==> src/rtl/mips_multicycle_ctrl.sv <==
// Main control FSM for the multicycle MIPS datapath: decodes op/funct and
// sequences fetch/decode/execute/memory/writeback with Moore-decoded controls.
module mips_multicycle_ctrl #(
    parameter bit SUPPORT_BNE = 1'b1
) (
    input  logic       clk,
    input  logic       reset,
    input  logic [5:0] op,
    input  logic [5:0] funct,
    input  logic       zero,
    output logic       pcen,
    output logic       iord,
    output logic       memwrite,
    output logic       irwrite,
    output logic       regdst,
    output logic       memtoreg,
    output logic       regwrite,
    output logic       alusrca,
    output logic [1:0] alusrcb,
    output logic [1:0] pcsrc,
    output logic [2:0] alucontrol,
    output logic [3:0] state
);

    localparam logic [3:0] FETCH    = 4'd0;
    localparam logic [3:0] DECODE   = 4'd1;
    localparam logic [3:0] MEMADR   = 4'd2;
    localparam logic [3:0] MEMRD    = 4'd3;
    localparam logic [3:0] MEMWB    = 4'd4;
    localparam logic [3:0] MEMWR    = 4'd5;
    localparam logic [3:0] EXECUTE  = 4'd6;
    localparam logic [3:0] ALUWB    = 4'd7;
    localparam logic [3:0] BRANCH   = 4'd8;
    localparam logic [3:0] ADDIEXEC = 4'd9;
    localparam logic [3:0] ADDIWB   = 4'd10;
    localparam logic [3:0] JUMP     = 4'd11;

    localparam logic [5:0] OP_RTYPE = 6'b000000;
    localparam logic [5:0] OP_LW    = 6'b100011;
    localparam logic [5:0] OP_SW    = 6'b101011;
    localparam logic [5:0] OP_BEQ   = 6'b000100;
    localparam logic [5:0] OP_BNE   = 6'b000101;
    localparam logic [5:0] OP_ADDI  = 6'b001000;
    localparam logic [5:0] OP_J     = 6'b000010;

    localparam logic [2:0] ALU_ADD = 3'b010;
    localparam logic [2:0] ALU_SUB = 3'b110;
    localparam logic [2:0] ALU_AND = 3'b000;
    localparam logic [2:0] ALU_OR  = 3'b001;
    localparam logic [2:0] ALU_SLT = 3'b111;

    logic [3:0] state_next;
    logic       pcwrite;
    logic       branch;
    logic       taken;
    logic       funct_ok;
    logic [2:0] funct_alu;

    // State register; reset aborts any in-flight instruction.
    always_ff @(posedge clk) begin
        if (reset) state <= FETCH;
        else       state <= state_next;
    end

    // R-type function decode.
    always_comb begin
        funct_ok  = 1'b1;
        funct_alu = ALU_ADD;
        case (funct)
            6'b100000: funct_alu = ALU_ADD;
            6'b100010: funct_alu = ALU_SUB;
            6'b100100: funct_alu = ALU_AND;
            6'b100101: funct_alu = ALU_OR;
            6'b101010: funct_alu = ALU_SLT;
            default:   funct_ok  = 1'b0;
        endcase
    end

    assign taken = (SUPPORT_BNE && (op == OP_BNE)) ? ~zero : zero;

    // Next-state and Moore output decode; write enables masked while in reset.
    always_comb begin
        state_next = FETCH;
        pcwrite    = 1'b0;
        branch     = 1'b0;
        iord       = 1'b0;
        memwrite   = 1'b0;
        irwrite    = 1'b0;
        regdst     = 1'b0;
        memtoreg   = 1'b0;
        regwrite   = 1'b0;
        alusrca    = 1'b0;
        alusrcb    = 2'b00;
        pcsrc      = 2'b00;
        alucontrol = ALU_ADD;
        case (state)
            FETCH: begin
                irwrite    = 1'b1;
                pcwrite    = 1'b1;
                alusrcb    = 2'b01;
                state_next = DECODE;
            end
            DECODE: begin
                alusrcb = 2'b11;
                case (op)
                    OP_LW, OP_SW: state_next = MEMADR;
                    OP_RTYPE:     state_next = funct_ok ? EXECUTE : FETCH;
                    OP_BEQ:       state_next = BRANCH;
                    OP_BNE:       state_next = SUPPORT_BNE ? BRANCH : FETCH;
                    OP_ADDI:      state_next = ADDIEXEC;
                    OP_J:         state_next = JUMP;
                    default:      state_next = FETCH;
                endcase
            end
            MEMADR: begin
                alusrca    = 1'b1;
                alusrcb    = 2'b10;
                state_next = (op == OP_SW) ? MEMWR : MEMRD;
            end
            MEMRD: begin
                iord       = 1'b1;
                state_next = MEMWB;
            end
            MEMWB: begin
                memtoreg = 1'b1;
                regwrite = 1'b1;
            end
            MEMWR: begin
                iord     = 1'b1;
                memwrite = 1'b1;
            end
            EXECUTE: begin
                alusrca    = 1'b1;
                alucontrol = funct_alu;
                state_next = ALUWB;
            end
            ALUWB: begin
                regdst   = 1'b1;
                regwrite = 1'b1;
            end
            BRANCH: begin
                alusrca    = 1'b1;
                alucontrol = ALU_SUB;
                pcsrc      = 2'b01;
                branch     = 1'b1;
            end
            ADDIEXEC: begin
                alusrca    = 1'b1;
                alusrcb    = 2'b10;
                state_next = ADDIWB;
            end
            ADDIWB: begin
                regwrite = 1'b1;
            end
            JUMP: begin
                pcsrc   = 2'b10;
                pcwrite = 1'b1;
            end
            default: state_next = FETCH;
        endcase
        pcen = (pcwrite | (branch & taken)) & ~reset;
        if (reset) begin
            memwrite = 1'b0;
            irwrite  = 1'b0;
            regwrite = 1'b0;
        end
    end

endmodule

==> config.mk <==
export PLATFORM = sky130hd
export DESIGN_NAME = mips_multicycle_ctrl
export DESIGN_NICKNAME = d
export VERILOG_FILES = /design/src/rtl/mips_multicycle_ctrl.sv
export SDC_FILE = /design/constraint.sdc
export NUM_CORES = 1
export LEC_CHECK = 0
export ABC_CLOCK_PERIOD_IN_PS = 3400
export BUFFER_PORTS_ARGS = -buffer_cell sky130_fd_sc_hd__buf_2
export CELL_PAD_IN_SITES_DETAIL_PLACEMENT = 1
export CELL_PAD_IN_SITES_GLOBAL_PLACEMENT = 2
export CORE_MARGIN = 5
export CORE_UTILIZATION = 23
export CTS_BUF_LIST = sky130_fd_sc_hd__clkbuf_8
export DETAILED_ROUTE_END_ITERATION = 12
export HOLD_SLACK_MARGIN = 0.08
export PLACE_DENSITY = 0.86
export SYNTH_ARGS = -nofsm -noshare
export SYNTH_HDL_FRONTEND = slang
export SYNTH_SLANG_ARGS = --single-unit
==> constraint.sdc <==
create_clock -name clk -period 3.4 [get_ports clk]
set_input_delay 0.51 -clock clk [delete_from_list [all_inputs] [get_ports clk]]
set_output_delay 0.51 -clock clk [all_outputs]
set_load 0.01 [all_outputs]
# Word-level counts from Yosys, hierarchy flattened
# Cells that the tools add are included.
# classes
addsub	0
mul	0
div	0
magnitude_cmp	0
n_eq_ne	22
n_shift	0
mux	22
bitwise_logic	5
reduce_logical	10
# ops
op	n
$eq A6 B6 Y1 const B	7
$pmux W4 S6	1
$pmux W4 S5	1
$eq A4 B3 Y1 const B	4
$eq A4 B4 Y1 const B	4
$mux W1	14
$eq A6 B3 Y1 const B	2
$pmux W3 S4	1
$reduce_or A2 Y1	5
$eq A4 B2 Y1 const B	2
$eq A6 B2 Y1 const B	1
$eq A6 B4 Y1 const B	1
$logic_not A6 Y1	1
$mux W3	2
$pmux W2 S3	1
$pmux W3 S2	1
$reduce_or A5 Y1	1
$eq A4 B1 Y1 const B	1
$logic_not A4 Y1	1
$pmux W2 S2	1
$reduce_or A4 Y1	1
$reduce_or A3 Y1	1
$and A1 B1 Y1	2
$not A1 Y1	2
$or A1 B1 Y1	1
# word_totals
regBits	4
latch_bits	0
mem_bits_rw	0
romBits	0
in_bits	15
output_inout_bits	19
wordCells	60
n_memories	0

# Longest topological paths before layout
# Gate-level depths: netlist of run 1.
# logic_depth
depth_word	6
depth_mapped	6
mapped_depth_nobuf	5

# Worst setup path before layout of run 1
# No wires, ideal clock.
# synth_path
path_type	input to output
startpoint	input port funct[4]
endpoint	output port alucontrol[1]
t_arrival_ps	1556
t_required_ps	2890
setup_slack_ps	1334
path_stages	3
path_buffers	0
cell_sequence	nand2b_1 > or3_1 > or4b_1
# synth_between
elab_chain_cells	3
elab_cells_between_ends	6
classes_between	eq/ne (4); mux (2)
# synth_lines
element	line_no	text
from (decl)	9	input logic [5:0] funct,
$eq A6 B6 Y1	69	case (funct)
$pmux W3 S4 (*)	69	
$pmux W3 S2 (*)	96	case (state)
to (decl)	21	output logic [2:0] alucontrol,
# Mark *: on every way between the ends. The rest lies on a longest branch, timed or not.

# Worst setup path in the final report of run 1
# layout_path
startpoint	register state[2]
endpoint	output port alucontrol[1]
# layout_between
elab_chain_cells	2
elab_cells_between_ends	3
classes_between	eq/ne (2); mux (1)
# layout_lines
element	line_no	text
from (decl)	22	output logic [3:0] state
from (signal assigned)	62	else state <= state_next;
$eq A4 B4 Y1 or $eq A4 B3 Y1 (tied branches)	96	
$pmux W3 S2 (*)	96	
# Marks and branches as above.

==> impl_metrics.env, run 1 <==
export IMPL_status="completed"
export IMPL_hold_viol=0
export IMPL_final_cell_mix="buf_2 (33), nor2_1 (11), nor3_1 (6)"
export IMPL_syn_cell_area_um2=534
export IMPL_synth_seq_cells=4
export IMPL_fp_dieW_um=58.2
export IMPL_fin_skew_ps=0.147
export IMPL_clock_sinks=4
export IMPL_netSwitchingFraction_pct=25.3
export IMPL_antenna_cells=0
export IMPL_postSynthCellCount=75
export IMPL_root_buffer="clkbuf_8"
export IMPL_ys_types=38
export IMPL_synth_seq_area_share_pct=15.0
export IMPL_r2r_setup_slack_ps=1850
export IMPL_cts_tree="built"
export IMPL_fin_cells=135
export IMPL_dpl_cell_count=132
export IMPL_nets=124
export IMPL_rsz0062_at_grt="no"
export IMPL_cts_setup_buffers=0
export IMPL_reg2reg_depth=5
export IMPL_tns_ps=0
export IMPL_wl_um=1770
export IMPL_p_comb_share_pct=24.5
export IMPL_drcViolationCount=0
export IMPL_cts_max_path_buffers=2
export IMPL_p_per_area_nw_per_um2=262
export IMPL_worstSetupPathType="reg2out"
export IMPL_grtUsageTotal_pct=10.8
export IMPL_dp_slack_ps=1020
export IMPL_ir_drop_mv=0.216
export IMPL_largestRegisters="state: 4 flops"
export IMPL_layout_min_cycle_time_ps=2620
export IMPL_r2r_start="state[1]$_SDFF_PP0_"
export IMPL_power_frac_clock_pct=48.9
export IMPL_power_frac_seq_pct=26.6
export IMPL_layout_setup_ws_ps=777
export IMPL_io_pins=34
export IMPL_rows=17
export IMPL_syn_nets=90
export IMPL_drive_above_1_share_pct=41.1
export IMPL_die_h_um=58.2
export IMPL_grt_max_degree=18
export IMPL_htree_levels=1
export IMPL_antenna_left=0
export IMPL_gp_congestion=0.811
export IMPL_yosys_warnings=0
export IMPL_final_common_cell="buf_2"
export IMPL_clk_insertion_delay_late_ps=210
export IMPL_wl_per_cell_um=13.1
export IMPL_startpoint_type="flip-flop"
export IMPL_drt_pre_antenna_iters=4
export IMPL_clock_fmax_mhz=381
export IMPL_post_cts_resize_count=0
export IMPL_cap_viol_max_count=0
export IMPL_finalCritPeriodShare_pct=77.1
export IMPL_drv_slew=0
export IMPL_portBuffers=33
export IMPL_vias=688
export IMPL_overflow=0
export IMPL_r2r_end="state[1]$_SDFF_PP0_"
export IMPL_avgSynthCellArea_um2=7.12
export IMPL_worstHoldPathType="in2reg"
export IMPL_hold_depth=2
export IMPL_place_area_um2=708
export IMPL_vias_per_cell=5.10
export IMPL_setup_viol=0
export IMPL_core_area_um2=2210
export IMPL_start_util_pct=24.2
export IMPL_grt_pass1_vias=695
export IMPL_drt_iter0_drc=6
export IMPL_hold_end="state[3]$_SDFF_PP0_"
export IMPL_path_clk_slew_ps=30
export IMPL_relSlewSlack_pct=61.7
export IMPL_cp_required_ps=2890
export IMPL_hold_buffers=0
export IMPL_largest_reg_flops=4
export IMPL_cp_data_arrival_time_ps=2110
export IMPL_antenna_found_initial=0
export IMPL_post_route_cell_area_um2=749
export IMPL_die_area_um2=3390
export IMPL_cp_end_kind="output port"
export IMPL_holdWs_ps=601
export IMPL_worst_path_max_fanout=17
export IMPL_largest_register="state"
export IMPL_place_hpwl_um=1440
export IMPL_grt_pass1_wl_um=2970
export IMPL_intPower_uw=147
export IMPL_async_reset_ff_share_pct=0
export IMPL_area_delta_synth_final_pct=40.3
export IMPL_leakagePower_nw=0.331
export IMPL_p_sw_uw=49.7
export IMPL_ys_flop_type="dfxtp_1"
export IMPL_cts_buffers=3
export IMPL_worstMarginPinSlew_ps=574
export IMPL_synth_edf_count=0
export IMPL_hold_start="reset"
-- logic make-up (layout without fill, tap and decap cells) --
family / after synthesis / count (layout) / share of synthesized area [%]
and+or+nand+nor: 44 / 44 / 47.1
AOI/OAI and AO/OA: 17 / 17 / 23.4
buffers and inverters: 5 / 37 / 5.62
DFF: 4 / 4 / 15.0
xor gates and xnor gates: 3 / 3 / 4.92
muxes: 2 / 2 / 3.98
-- worst max path at each step --
stage | from | to | slack (ps) | depth (start not counted)
3_3_place_gp | state[2]$_SDFF_PP0_ | alucontrol[1] | 1050 | 4
3_5_place_dp | state[2]$_SDFF_PP0_ | alucontrol[1] | 1020 | 4
2_1_floorplan | funct[4] | alucontrol[1] | 1330 | 3
5_1_grt | state[2]$_SDFF_PP0_ | alucontrol[1] | 630 | 4
6_report | state[2]$_SDFF_PP0_ | alucontrol[1] | 780 | 4
4_1_cts | state[2]$_SDFF_PP0_ | alucontrol[1] | 780 | 4
-- critical path, stage by stage (launching register included) --
cell and delay [ps]:
dfxtp_1 670, nand2b_1 240, or3_1 370, or4b_1 460, buf_2 150
-- final cells by class --
class                   count  area, um2
flip-flops and latches      4       80.1
fillers                   297       1460
well taps                  28       35.0
repair buffers             33        165
multi-input cells          66        424
clock buffers               3       41.3
inverters                   1       3.75
-- synthesized netlist by cell type (2+ instances only) --
| cell type | number | share of area, % |
|---|---|---|
| nand4_1 | 2 | 2.3 |
| nand2b_1 | 3 | 3.5 |
| nand2_1 | 4 | 2.8 |
| nand3_1 | 2 | 1.9 |
| nor4_1 | 3 | 3.5 |
| o21ai_0 | 2 | 1.9 |
| nor3b_1 | 2 | 2.8 |
| a21oi_1 | 4 | 3.7 |
| or2_2 | 3 | 3.5 |
| dfxtp_1 | 4 | 15 |
| or4_1 | 2 | 2.8 |
| nor2_1 | 11 | 7.7 |
| nor4bb_1 | 2 | 3.7 |
| nor3_1 | 6 | 5.6 |
| xnor2_1 | 2 | 3.3 |
-- power by group through the flow --
stage	sequential [mW]	clock [mW]	combinational, mW
after floorplan	0.0509	0	0.0292
after global placement	0.0528	0	0.0473
after detailed placement	0.0529	0	0.0484
after CTS	0.0522	0.0989	0.0485
after global routing	0.0527	0.104	0.0540
final	0.0522	0.0962	0.0481
-- routing by layer --
layer	up-vias	wire [um]	GRT usage (%)
li1	351	-	-
met1	317	841	13.9
met2	20	811	17.7
met3	0	113	2.90
met4	0	0	2.65
met5	-	0	0
-- through the flow --
step / power (mW) / util (%)
floorplan: 0.0801 / -
global placement: 0.100 / 32.0
detailed placement: 0.101 / 32.0
CTS: 0.200 / 33.9
global route: 0.211 / 33.9
finish: 0.197 / 33.9
(Power assumes the default switching activity.)
==> run 2, diff against run 1 <==
Settings changed: ABC_AREA set to 1, ABC_CLOCK_PERIOD_IN_PS 3400 to 2600, CORE_UTILIZATION 23 to 19, PLACE_DENSITY 0.86 to 0.79.
Clock period 3.4 ns to 2.6 ns, I/O delays scaled along.
==> impl_metrics.env, run 2 <==
export IMPL_status="completed"
export IMPL_path_clk_slew_ps=30
export IMPL_leakagePower_nw=0.435
export IMPL_die_area_um2=3940
export IMPL_area_delta_synth_final_pct=45.6
export IMPL_critical_path_buf_inv_count=2
export IMPL_clk_insertion_delay_late_ps=220
export IMPL_cp_end_kind="output port"
export IMPL_post_cts_resize_count=0
export IMPL_start_util_pct=19.5
export IMPL_ys_types=22
export IMPL_largest_reg_flops=4
export IMPL_crit_path_top_delay_cell="dfxtp_1"
export IMPL_fin_skew_ps=4.30
export IMPL_cp_data_arrival_time_ps=1450
export IMPL_rows=19
export IMPL_p_per_area_nw_per_um2=340
export IMPL_worst_path_max_fanout=6
export IMPL_synth_top_area_share_pct=15.1
export IMPL_cp_required_ps=2210
export IMPL_postLayoutCoreUtil_pct=28.4
export IMPL_rsz0062_at_grt="no"
export IMPL_largest_register="state"
export IMPL_drcViolationCount=0
export IMPL_largestRegisters="state: 4 flops"
export IMPL_core_area_um2=2710
export IMPL_final_common_cell="buf_2"
export IMPL_synth_seq_area_share_pct=15.1
export IMPL_clock_sinks=4
export IMPL_grtUsageTotal_pct=10.3
export IMPL_antenna_left=0
export IMPL_htree_levels=1
export IMPL_grt_pass1_vias=806
export IMPL_gp_congestion=0.831
export IMPL_antenna_cells=0
export IMPL_setup_viol=0
export IMPL_yosys_warnings=0
export IMPL_ir_drop_mv=0.147
export IMPL_synth_edf_count=0
export IMPL_vias=747
export IMPL_n_fill_cell=382
export IMPL_avgSynthCellArea_um2=5.46
export IMPL_hold_buffers=0
export IMPL_io_pins=34
export IMPL_synth_most_common_cell="nand2_1"
export IMPL_drive_above_1_share_pct=37.9
export IMPL_final_cell_mix="buf_2 (33), nand2_1 (19), inv_1 (16)"
export IMPL_antenna_found_initial=0
export IMPL_syn_cell_area_um2=529
export IMPL_nets=149
export IMPL_cpLargestDelayFamily="flip-flops"
export IMPL_vias_per_cell=4.58
export IMPL_worstHoldPathType="in2reg"
export IMPL_cts_tree="built"
export IMPL_cap_viol_max_count=0
export IMPL_ys_flop_type="dfxtp_1"
export IMPL_finalCritPeriodShare_pct=70.7
export IMPL_cts_setup_buffers=0
export IMPL_async_reset_ff_share_pct=0
export IMPL_grt_max_degree=9
export IMPL_portBuffers=33
export IMPL_grt_pass1_wl_um=3440
export IMPL_synth_top_area_cell="dfxtp_1"
export IMPL_tns_ps=0
export IMPL_postSynthCellCount=97
export IMPL_cp_cell_sequence="nor2_2 > inv_2 > nor2_4 > a21boi_1 > o21ai_1 > a21oi_2 > buf_2"
export IMPL_layout_min_cycle_time_ps=1840
export IMPL_drt_pre_antenna_iters=2
export IMPL_worstMarginPinSlew_ps=252
export IMPL_netlist_top_cells_area="dfxtp_1 (15%), nand2_1 (13%), inv_1 (11%)"
export IMPL_wl_per_cell_um=12.1
export IMPL_relSlewSlack_pct=83.0
export IMPL_hold_viol=0
export IMPL_synth_seq_cells=4
export IMPL_drv_slew=0
export IMPL_cp_slowest_stage_delay_ps=370
export IMPL_yosys_top_cells_count="nand2_1 (19), inv_1 (16), nor2_1 (12), nand3_1 (8), nor2_2 (7)"
export IMPL_fp_dieW_um=62.8
export IMPL_cts_buffers=3
export IMPL_worstSetupPathType="reg2out"
export IMPL_cts_max_path_buffers=2
export IMPL_place_hpwl_um=1730
export IMPL_wl_um=1980
export IMPL_clock_fmax_mhz=544
export IMPL_startpoint_type="flip-flop"
export IMPL_drt_iter0_drc=10
export IMPL_overflow=0
export IMPL_root_buffer="clkbuf_8"
export IMPL_syn_nets=112
export IMPL_die_h_um=62.8
run 2: cell types whose count changed in the layout (fill, tap and decap cells not counted), moves of 3 or more:
cell and delta:
nand3_1 +6, nand2_1 +15, inv_1 +15, nor3_1 -6
nor2_2 +7, nor4_1 -3, or2_2 -3, nand2b_1 -3
run 2: layout make-up:
type                    instances  area (um2)  area share (%)
well taps                      31        38.8            5.03
inverters                      18        67.6            8.77
flip-flops and latches          4        80.1            10.4
clock buffers                   3        41.3            5.36
multi-input cells              74         378            49.0
repair buffers                 33         165            21.4
run 2: per-layer routing:
metal | wire length (um) | GRT usage [%] | vias to the layer above
met3 | 67 | 1.08 | 2
met5 | 0 | 0 | -
met2 | 1100 | 19.2 | 16
li1 | - | - | 385
met1 | 792 | 11.8 | 344
met4 | 14 | 3.98 | 0
run 2: cells by family after synthesis:
group | share of synthesized area, %
DFF | 15.1
and+or+nand+nor | 52.0
buffers and inverters | 13.5
AOI/OAI and AO/OA | 19.4
run 2: through the flow:
step	power [mW]	cell area, um2	setup slack, ps	cells	hold slack, ps
final	0.262	771	761	163	458
after global routing	0.279	771	636	163	484
after CTS	0.267	771	736	163	463
after detailed placement	0.134	729	916	160	693
after global placement	0.132	729	975	160	678
after floorplan	0.104	529	1070	97	580
run 2: path summary, 6_finish.rpt:
path,startpoint,end,slack [ps],depth (start not counted)
max,state[0]$_SDFF_PP0_,pcen,760,7
min,reset,state[0]$_SDFF_PP0_,460,2
max reg2reg,state[1]$_SDFF_PP0_,state[1]$_SDFF_PP0_,1370,6
min reg2reg,state[2]$_SDFF_PP0_,state[0]$_SDFF_PP0_,680,3
run 2: where the power goes:
part | leakage (nW) | switching [mW] | internal [mW]
Clock | 0.0216 | 0.0311 | 0.0986
Sequential | 0.0326 | 0.00378 | 0.0639
Combinational | 0.381 | 0.0404 | 0.0242
Total | 0.435 | 0.0753 | 0.187
